[src/rtl/regfile_pkg.sv]
// Shared defaults for the scoreboarded register file: data width, register
// count, read-port count and the derived address width.
package regfile_pkg;

  localparam int XLEN_DEF  = 64;
  localparam int NREGS_DEF = 32;
  localparam int NRD_DEF   = 2;

  function automatic int addr_width(input int nregs);
    return $clog2(nregs);
  endfunction

  localparam int AW_DEF = addr_width(NREGS_DEF);

endpackage

[src/rtl/regfile_scoreboard.sv]
// Busy-bit scoreboard: one pending flag per register, set by an accepted
// reservation and cleared by writeback, with a running count of pending registers.
module regfile_scoreboard
  import regfile_pkg::*;
#(
  parameter  int NREGS = NREGS_DEF,
  parameter  int NRD   = NRD_DEF,
  localparam int AW    = addr_width(NREGS)
) (
  input  logic              clk,
  input  logic              reset,
  input  logic [NRD*AW-1:0] readreg,
  output logic [NRD-1:0]    readbusy,
  input  logic              RegWrite,
  input  logic [AW-1:0]     writereg,
  input  logic              reserve,
  input  logic [AW-1:0]     reservereg,
  output logic              reserve_ok,
  output logic [AW:0]       npending
);

  logic [NREGS-1:0] busy;
  logic             wr_hit;
  logic             set_en;
  logic             set_new;
  logic             clr_en;

  assign wr_hit = RegWrite && (writereg != '0);

  // A writeback to the register being reserved frees it on the same edge.
  assign reserve_ok = (reservereg == '0) || !busy[reservereg] ||
                      (RegWrite && (writereg == reservereg));

  assign set_en  = reserve && reserve_ok && (reservereg != '0);
  assign set_new = set_en && !busy[reservereg];
  // A same-edge reservation of the written register wins over the clear.
  assign clr_en  = wr_hit && busy[writereg] &&
                   !(set_en && (reservereg == writereg));

  always_comb begin
    // NOTE: every always_comb output gets a default first so no latch is inferred.
    readbusy = '0;
    for (int i = 0; i < NRD; i++) begin
      readbusy[i] = busy[readreg[i*AW +: AW]] &&
                    !(RegWrite && (writereg == readreg[i*AW +: AW]));
    end
  end

  // NOTE: sequential state uses non-blocking assignments only.
  always_ff @(posedge clk or posedge reset) begin
    if (reset) begin
      busy     <= '0;
      npending <= '0;
    end else begin
      if (clr_en) busy[writereg]   <= 1'b0;
      if (set_en) busy[reservereg] <= 1'b1;
      npending <= npending + (AW+1)'(set_new) - (AW+1)'(clr_en);
    end
  end

endmodule

[src/rtl/regfile_scb.sv]
// Multi-port register file with write bypass, hardwired x0 and a busy-bit
// scoreboard tracking registers that await writeback.
module regfile_scb
  import regfile_pkg::*;
#(
  parameter  int XLEN  = XLEN_DEF,
  parameter  int NREGS = NREGS_DEF,
  parameter  int NRD   = NRD_DEF,
  localparam int AW    = addr_width(NREGS)
) (
  input  logic                clk,
  input  logic                reset,
  input  logic [NRD*AW-1:0]   readreg,
  output logic [NRD*XLEN-1:0] readdata,
  output logic [NRD-1:0]      readbusy,
  input  logic                RegWrite,
  input  logic [AW-1:0]       writereg,
  input  logic [XLEN-1:0]     writedata,
  input  logic                reserve,
  input  logic [AW-1:0]       reservereg,
  output logic                reserve_ok,
  output logic [AW:0]         npending
);

  logic [XLEN-1:0] regs [NREGS];

  // NOTE: the register array is flop-based and must clear on reset, so every entry is reset.
  always_ff @(posedge clk or posedge reset) begin
    if (reset) begin
      for (int r = 0; r < NREGS; r++) regs[r] <= '0;
    end else if (RegWrite && (writereg != '0)) begin
      regs[writereg] <= writedata;
    end
  end

  // Bypass is suppressed during reset so outputs show cleared state at once.
  always_comb begin
    readdata = '0;
    for (int i = 0; i < NRD; i++) begin
      if (readreg[i*AW +: AW] == '0)
        readdata[i*XLEN +: XLEN] = '0;
      else if (!reset && RegWrite && (writereg == readreg[i*AW +: AW]))
        readdata[i*XLEN +: XLEN] = writedata;
      else
        readdata[i*XLEN +: XLEN] = regs[readreg[i*AW +: AW]];
    end
  end

  regfile_scoreboard #(
    .NREGS (NREGS),
    .NRD   (NRD)
  ) u_scoreboard (
    .clk        (clk),
    .reset      (reset),
    .readreg    (readreg),
    .readbusy   (readbusy),
    .RegWrite   (RegWrite),
    .writereg   (writereg),
    .reserve    (reserve),
    .reservereg (reservereg),
    .reserve_ok (reserve_ok),
    .npending   (npending)
  );

endmodule

[config.mk]
export PLATFORM = sky130hd
export DESIGN_NAME = regfile_scb
export DESIGN_NICKNAME = d
export VERILOG_FILES = /design/src/rtl/regfile_pkg.sv /design/src/rtl/regfile_scoreboard.sv /design/src/rtl/regfile_scb.sv
export SDC_FILE = /design/constraint.sdc
export NUM_CORES = 2
export LEC_CHECK = 0
export CORE_AREA = 2 2 444 446
export DETAILED_ROUTE_END_ITERATION = 16
export DIE_AREA = 0 0 446 448
export DONT_BUFFER_PORTS = 1
export PLACE_DENSITY = 0.76
export SLEW_MARGIN = 20
export SYNTH_ARGS = -nofsm -noshare
export SYNTH_HDL_FRONTEND = slang
export SYNTH_SLANG_ARGS = --single-unit
[constraint.sdc]
create_clock -name clk -period 69.9 [get_ports clk]
set_clock_uncertainty 0.15 [all_clocks]
set_input_delay 10.485 -clock clk [delete_from_list [all_inputs] [get_ports clk]]
set_output_delay 10.485 -clock clk [all_outputs]
set_load 0.1 [all_outputs]
## Word-level counts from Yosys, hierarchy flattened

Cells that the tools add are included.

- Add/subtract/negate cells: 2
- Multipliers: 0
- Div/mod/pow operators: 0
- $lt $le $gt $ge: 10
- Eq/ne operators: 4
- Shift operators: 0
- Muxes and demuxes: 27
- Bitwise gates (word level): 6
- Reduce and logical (&&, ||, !) cells: 30

Operator list:

| cell | count |
|---|---|
| $bwmux 2048 | 1 |
| $bmux 64 s5 | 2 |
| $mux 64 | 9 |
| $demux 64 s5 | 1 |
| $mux 32 | 2 |
| $and 32x32->32 | 1 |
| $not 32->32 | 1 |
| $or 32x32->32 | 1 |
| $lt 5x6->1 const B | 4 |
| $bmux 1 s5 | 4 |
| $eq 5x5->1 | 4 |
| $ge 6x6->1 const B | 3 |
| $logic_and 1x1->1 | 18 |
| $not 5->6 | 3 |
| $logic_not 5->1 | 3 |
| $demux 1 s5 | 2 |
| $ge 5x1->1 const B | 2 |
| $reduce_bool 5->1 | 2 |
| $add 6x1->6 | 1 |
| $lt 6x1->1 const B | 1 |
| $mux 1 | 6 |
| $sub 6x1->6 | 1 |
| $logic_not 1->1 | 5 |
| $logic_or 1x1->1 | 2 |

- Register bits after elaboration: 2086
- Bits in latches: 0
- Memory bits (writable): 0
- Memory bits (read-only): 0
- Bits of input ports: 88
- Output and inout port bits: 137
- Logic and storage cells: 113
- Memories: 0

## Depth between registers and ports, before layout

- Depth in word-level cells: 13
- Mapped depth: 19
- Gate-level depth less buffers: 16

## By module

A second synthesis with hierarchy kept.

- Cell total of the unflattened synthesis: 7929
- Area, all modules: 113072.2 um2

By module, submodules not included:

| module | instances | cells an instance | area each (um2) | sequential area each (um2) |
|---|---|---|---|---|
| regfile_scb | 1 | 7624 | 109795.3 | 51249.2 |
| regfile_scoreboard | 1 | 305 | 3276.9 | 950.9 |

## Worst setup path after synthesis

OpenSTA, ideal clock, no wires.

- Kind: input port to output port
- Start: input port reset
- End: output port readdata[40]
- Data arrival time: 65.068 ns
- Required time: 59.265 ns
- Slack: -5.803 ns
- Cell stages on the path: 5
- Path buffers: 2
- Cells stage by stage: inv_1 nand2_1 buf_2 buf_2 a211oi_1

- Longest elaborated chain between the ends: 5

Ends and longest elaborated chain:

| element | line | RTL |
|---|---|---|
| from (decl) | regfile_scb.sv:12 | `input logic reset,` |
| $logic_not 1->1 (no line) | -- |  |
| $logic_and 1x1->1 (2 in series) | regfile_scb.sv:42 | `else if (!reset && RegWrite && (writereg == readreg[i*AW +: AW]))` |
| $mux 64 | regfile_scb.sv:42 |  |
| $mux 64 | regfile_scb.sv:40 | `if (readreg[i*AW +: AW] == '0)` |
| to (decl) | regfile_scb.sv:14 | `output logic [NRD*XLEN-1:0] readdata,` |

Every way passes these cells.

## Worst setup path after layout

- Start: input port readreg[6]
- End: output port readdata[100]

- Longest elaborated chain between the ends: 6
- Elaborated cells between the ends (all ways): 9
- Those cells by class: eq/ne: 1; mux: 5; bitwise: 1; reduce/logical: 2

Ends and longest elaborated chain:

| element | line | RTL |
|---|---|---|
| from (decl) | regfile_scb.sv:13 | `input logic [NRD*AW-1:0] readreg,` |
| $not 5->6 (not written as such) | regfile_scb.sv:45 | `readdata[i*XLEN +: XLEN] = regs[readreg[i*AW +: AW]];` |
| $bmux 64 s5 | regfile_scb.sv:45 |  |
| $mux 64 (not written as such) (2 in series) | regfile_scb.sv:45 |  |
| $mux 64 | regfile_scb.sv:42 |  |
| $mux 64 * | regfile_scb.sv:40 |  |

Mark *: on every way between the ends. The rest lies on a longest branch, timed or not. The select of a mux whose other input is x is not followed.

==> results.tsv <==
stage	metric	value	unit
grt	grt_remaining_overflow	0	
clock_tree	clock_latency	0.87	ns
power_and_ir_drop	p_leak	51.9	nW
outcome	status	finished with violations	
clock_tree	cts_tree	done	
floorplanning	dieArea	200000	um^2
logic_synthesis	async_flop_share	1.00	
hold_path	min_path_cells	0	
placement	gp_congestion	0.849	
cells_and_area	area.sequential	52200	um^2
floorplanning	dieWidth	446	um
grt	grt_pass1_vias	71200	
power_and_ir_drop	p_switching	1.06	mW
logic_synthesis	synth-edff-count	0	
critical_path	timing.rr.end	u_scoreboard.npending[4]	
clock_tree	cts_root_buf	clkbuf_16	
power_and_ir_drop	ir_drop	0.0312	mV
placement	hpwl	159	mm
power_and_ir_drop	intPower	2.62	mW
grt	grt_pass1_wl	471	mm
outcome	violations	max-slew violations	
hold_path	hp-start	regs[2004]	
critical_path	cp_data_required_time	59.26	ns
cells_and_area	final_layout_size_suffix_gt1_frac	0.575	
timing	maxSlewHeadroom	-0.843	
cells_and_area	nFillCells	13500	
timing	fin_crit_sh	0.365	
power_and_ir_drop	seqPwrFrac	0.443	
clock_tree	cts_buffers	213	
route	drt_iter0_drc	6540	
clock_tree	clk_path_buf_depth	3	
cells_and_area	multi_input_area	58300	um^2
clock_tree	cts_resized	0	
route	vias_per_cell	7.20	
power_and_ir_drop	comb_power_share	0.236	
grt	track_usage	0.320	
timing	finalCriticalPeriod	25.50	ns
power_and_ir_drop	p_sw_frac	0.287	
floorplanning	core	195000	um^2
logic_synthesis	synth_seq_cells	2086	
logic_synthesis	syn_inst	7062	
floorplanning	initial_core_util	0.579	
critical_path	cp_max_fo	497	
clock_tree	cts_sinks	2086	
power_and_ir_drop	clockPowerShare	0.320	
timing	fin_tns_setup	0	ns
clock_tree	hold_buffers	0	
power_and_ir_drop	power_density	30.0	nW/um^2
cells_and_area	final_nets	6629	
route	drc	0	
route	avgRoutedWirePerCell	33.8	um
clock_tree	cts-htree-levels	4	
critical_path	r2r-start	u_scoreboard.busy[12]	
critical_path	r2r_slack	66.24	ns
timing	finalSetupViolCount	0	
route	ant_nets	0	
critical_path	worstSetupPathType	in2out	
route	dr.pass1.iters	6	
logic_synthesis	syn_nets	7157	
timing	worst-slew-pin-transition	2.76	ns
hold_path	hp-class	reg2reg	
critical_path	startpoint_type	primary input	
clock_tree	cts_setup_buffers	0	
critical_path	worstPathArrival	14.87	ns
timing	final_max_slew_viol_count	255	
route	num_vias	66700	
floorplanning	io_pins	225	
flow_run	max_cap_viol_count	0	
route	wirelength	313	mm
timing	fmax	39.2	MHz
critical_path	end_kind	output port	
timing	hold_violations	0	
grt	grt_max_degree	523	
cells_and_area	area_growth	8.47	%
logic_synthesis	yosys_warnings	0	
logic_synthesis	ys_seq_area_frac	0.463	
placement	portBuffers	0	
clock_tree	path_clk_slew	0.06	ns
cells_and_area	utilization	0.628	
critical_path	reg2regPathDepth	16	
logic_synthesis	synthFlopType	dfrtp_1	
floorplanning	core.rowCount	162	
timing	rsz0062_at_grt	no	
hold_path	hold_end	regs[2004]	
logic_synthesis	synth_cell_types	53	
logic_synthesis	postSynthAreaPerCell	16.0	um^2
grt	antenna_found_initial	2	
logic_synthesis	syn_area	113000	um^2
floorplanning	die_h	448	um
## stage by stage
step | cell area [um^2] | hold WS [ns] | power (mW) | worst slack (ns) | cells
2_1_floorplan | 113000 | 0.291 | 2.36 | 11.53 | 7062
3_3_place_gp | 115000 | 0.226 | 2.45 | 44.72 | 8859
3_5_place_dp | 115000 | 0.232 | 2.50 | 44.65 | 8861
4_1_cts | 122000 | 0.246 | 3.68 | 44.64 | 9254
5_1_grt | 122000 | 0.258 | 3.80 | 44.38 | 9256
6_report | 122000 | 0.242 | 3.67 | 44.40 | 9259
## state kept, by name, summed over array words and instances (netlist names)
| name | flops |
|---|---|
| u_scoreboard.npending | 6 |
| u_scoreboard.busy | 32 |
| regs | 2048 |
## how the worst max path moves through the flow
stage / startpoint / cells after the start / to / slack [ns]
global placement: reset / 6 / readdata[36] / 44.72
global route: reset / 6 / readdata[36] / 44.38
detailed placement: reset / 6 / readdata[36] / 44.65
floorplan: reset / 5 / readdata[12] / 11.53
finish: readreg[6] / 8 / readdata[100] / 44.40
CTS: reset / 6 / readdata[36] / 44.64
## area by class of cell
cell class              count  area share
clock inverters            66     0.00627
inverters                  12    0.000399
well taps                2542      0.0260
flip-flops and latches   2086       0.427
repair buffers            116      0.0109
diodes                      5    0.000102
clock buffers             327      0.0526
multi-input cells        4105       0.477
## cells in the mapped netlist (all sizes together), types with 2 or more instances
master  instances  area, um^2
dfrtp        2086       52200
mux2         1990       22400
mux4         1250       28200
clkbuf        435        1630
buf           424        2280
mux2i         200        2000
a211oi        190        1430
nor2          156         598
nor2b          52         325
nand2          51         191
a21oi          32         160
nand4          23         144
o211ai         23         178
nor3           20         100
o21ai          16        80.1
inv            12        45.0
and3           10        62.6
xnor2          10        87.6
xor2           10        87.6
a22oi           7        52.6
ha              6        75.1
nand3           6        30.0
and2            5        31.3
nand2b          5        31.3
a41oi           4        35.0
nand4b          4        35.0
o22ai           4        25.0
nand3b          3        22.5
or2             3        18.8
or3b            3        26.3
or4             3        22.5
a21o            2        15.0
a31oi           2        12.5
nor3b           2        15.0
nor4            2        12.5
o31ai           2        20.0
## kinds of logic (layout without fill, tap and decap cells)
family                     after synthesis  count (layout)  share of synthesized area
other                                    0               5                          0
xor gates and xnor gates                20              20                    0.00155
and+or+nand+nor                        349             349                     0.0148
adders and majority gates                7               7                   0.000844
buffers and inverters                  871             521                     0.0351
DFF                                   2086            2086                      0.463
muxes                                 3440            3440                      0.466
AOI/OAI and AO/OA                      289             289                     0.0183
## power groups by stage
stage	clock (mW)	combinational (mW)	sequential [mW]
after floorplan	0	0.760	1.60
after global placement	0	0.842	1.61
after detailed placement	0	0.864	1.64
after CTS	1.19	0.868	1.62
after global routing	1.24	0.910	1.66
final	1.18	0.868	1.63
## critical path, stage by stage
cell	delay (ns)
xor2_1	0.50
nor4_1	0.11
and3_1	0.24
nand2_4	0.28
buf_4	0.55
buf_4	0.62
nor2_1	0.15
a211oi_4	0.94
## placed cells by master, fill, tap and decap left out, types with 4 or more instances in the layout
cell	Yosys	final
xnor2_1	10	10
a211oi_4	0	111
nand2b_1	5	5
nor2_1	151	141
a22oi_1	7	7
mux2_2	1990	1990
dfrtp_1	2086	2086
nor2b_1	52	52
clkbuf_16	0	221
ha_1	6	6
nand4_1	23	23
nand4b_1	4	4
clkinv_2	0	37
o211ai_1	22	22
nor2_4	0	13
diode_2	0	5
xor2_1	10	10
o22ai_1	4	4
o21ai_0	14	14
a41oi_1	4	4
and3_1	10	10
nand2_4	0	18
a211oi_1	190	78
bufinv_16	0	14
buf_6	18	7
nand2_1	51	33
nand3_1	6	5
and2_1	5	5
buf_4	44	86
mux4_2	1250	1250
clkinvlp_4	0	7
clkbuf_1	435	56
inv_1	12	11
a21oi_1	32	32
buf_16	0	20
mux2i_1	200	200
clkbuf_8	0	50
nor3_2	0	18
## layer usage
metal / vias to the layer above / GRT usage / share of wire
li1: 26400 / - / -
met1: 36800 / 0.419 / 0.39
met2: 2700 / 0.537 / 0.50
met3: 693 / 0.0507 / 0.064
met4: 0 / 0.135 / 0.046
met5: - / 0 / 0
Note: power is estimated with default switching activity, not from simulation.
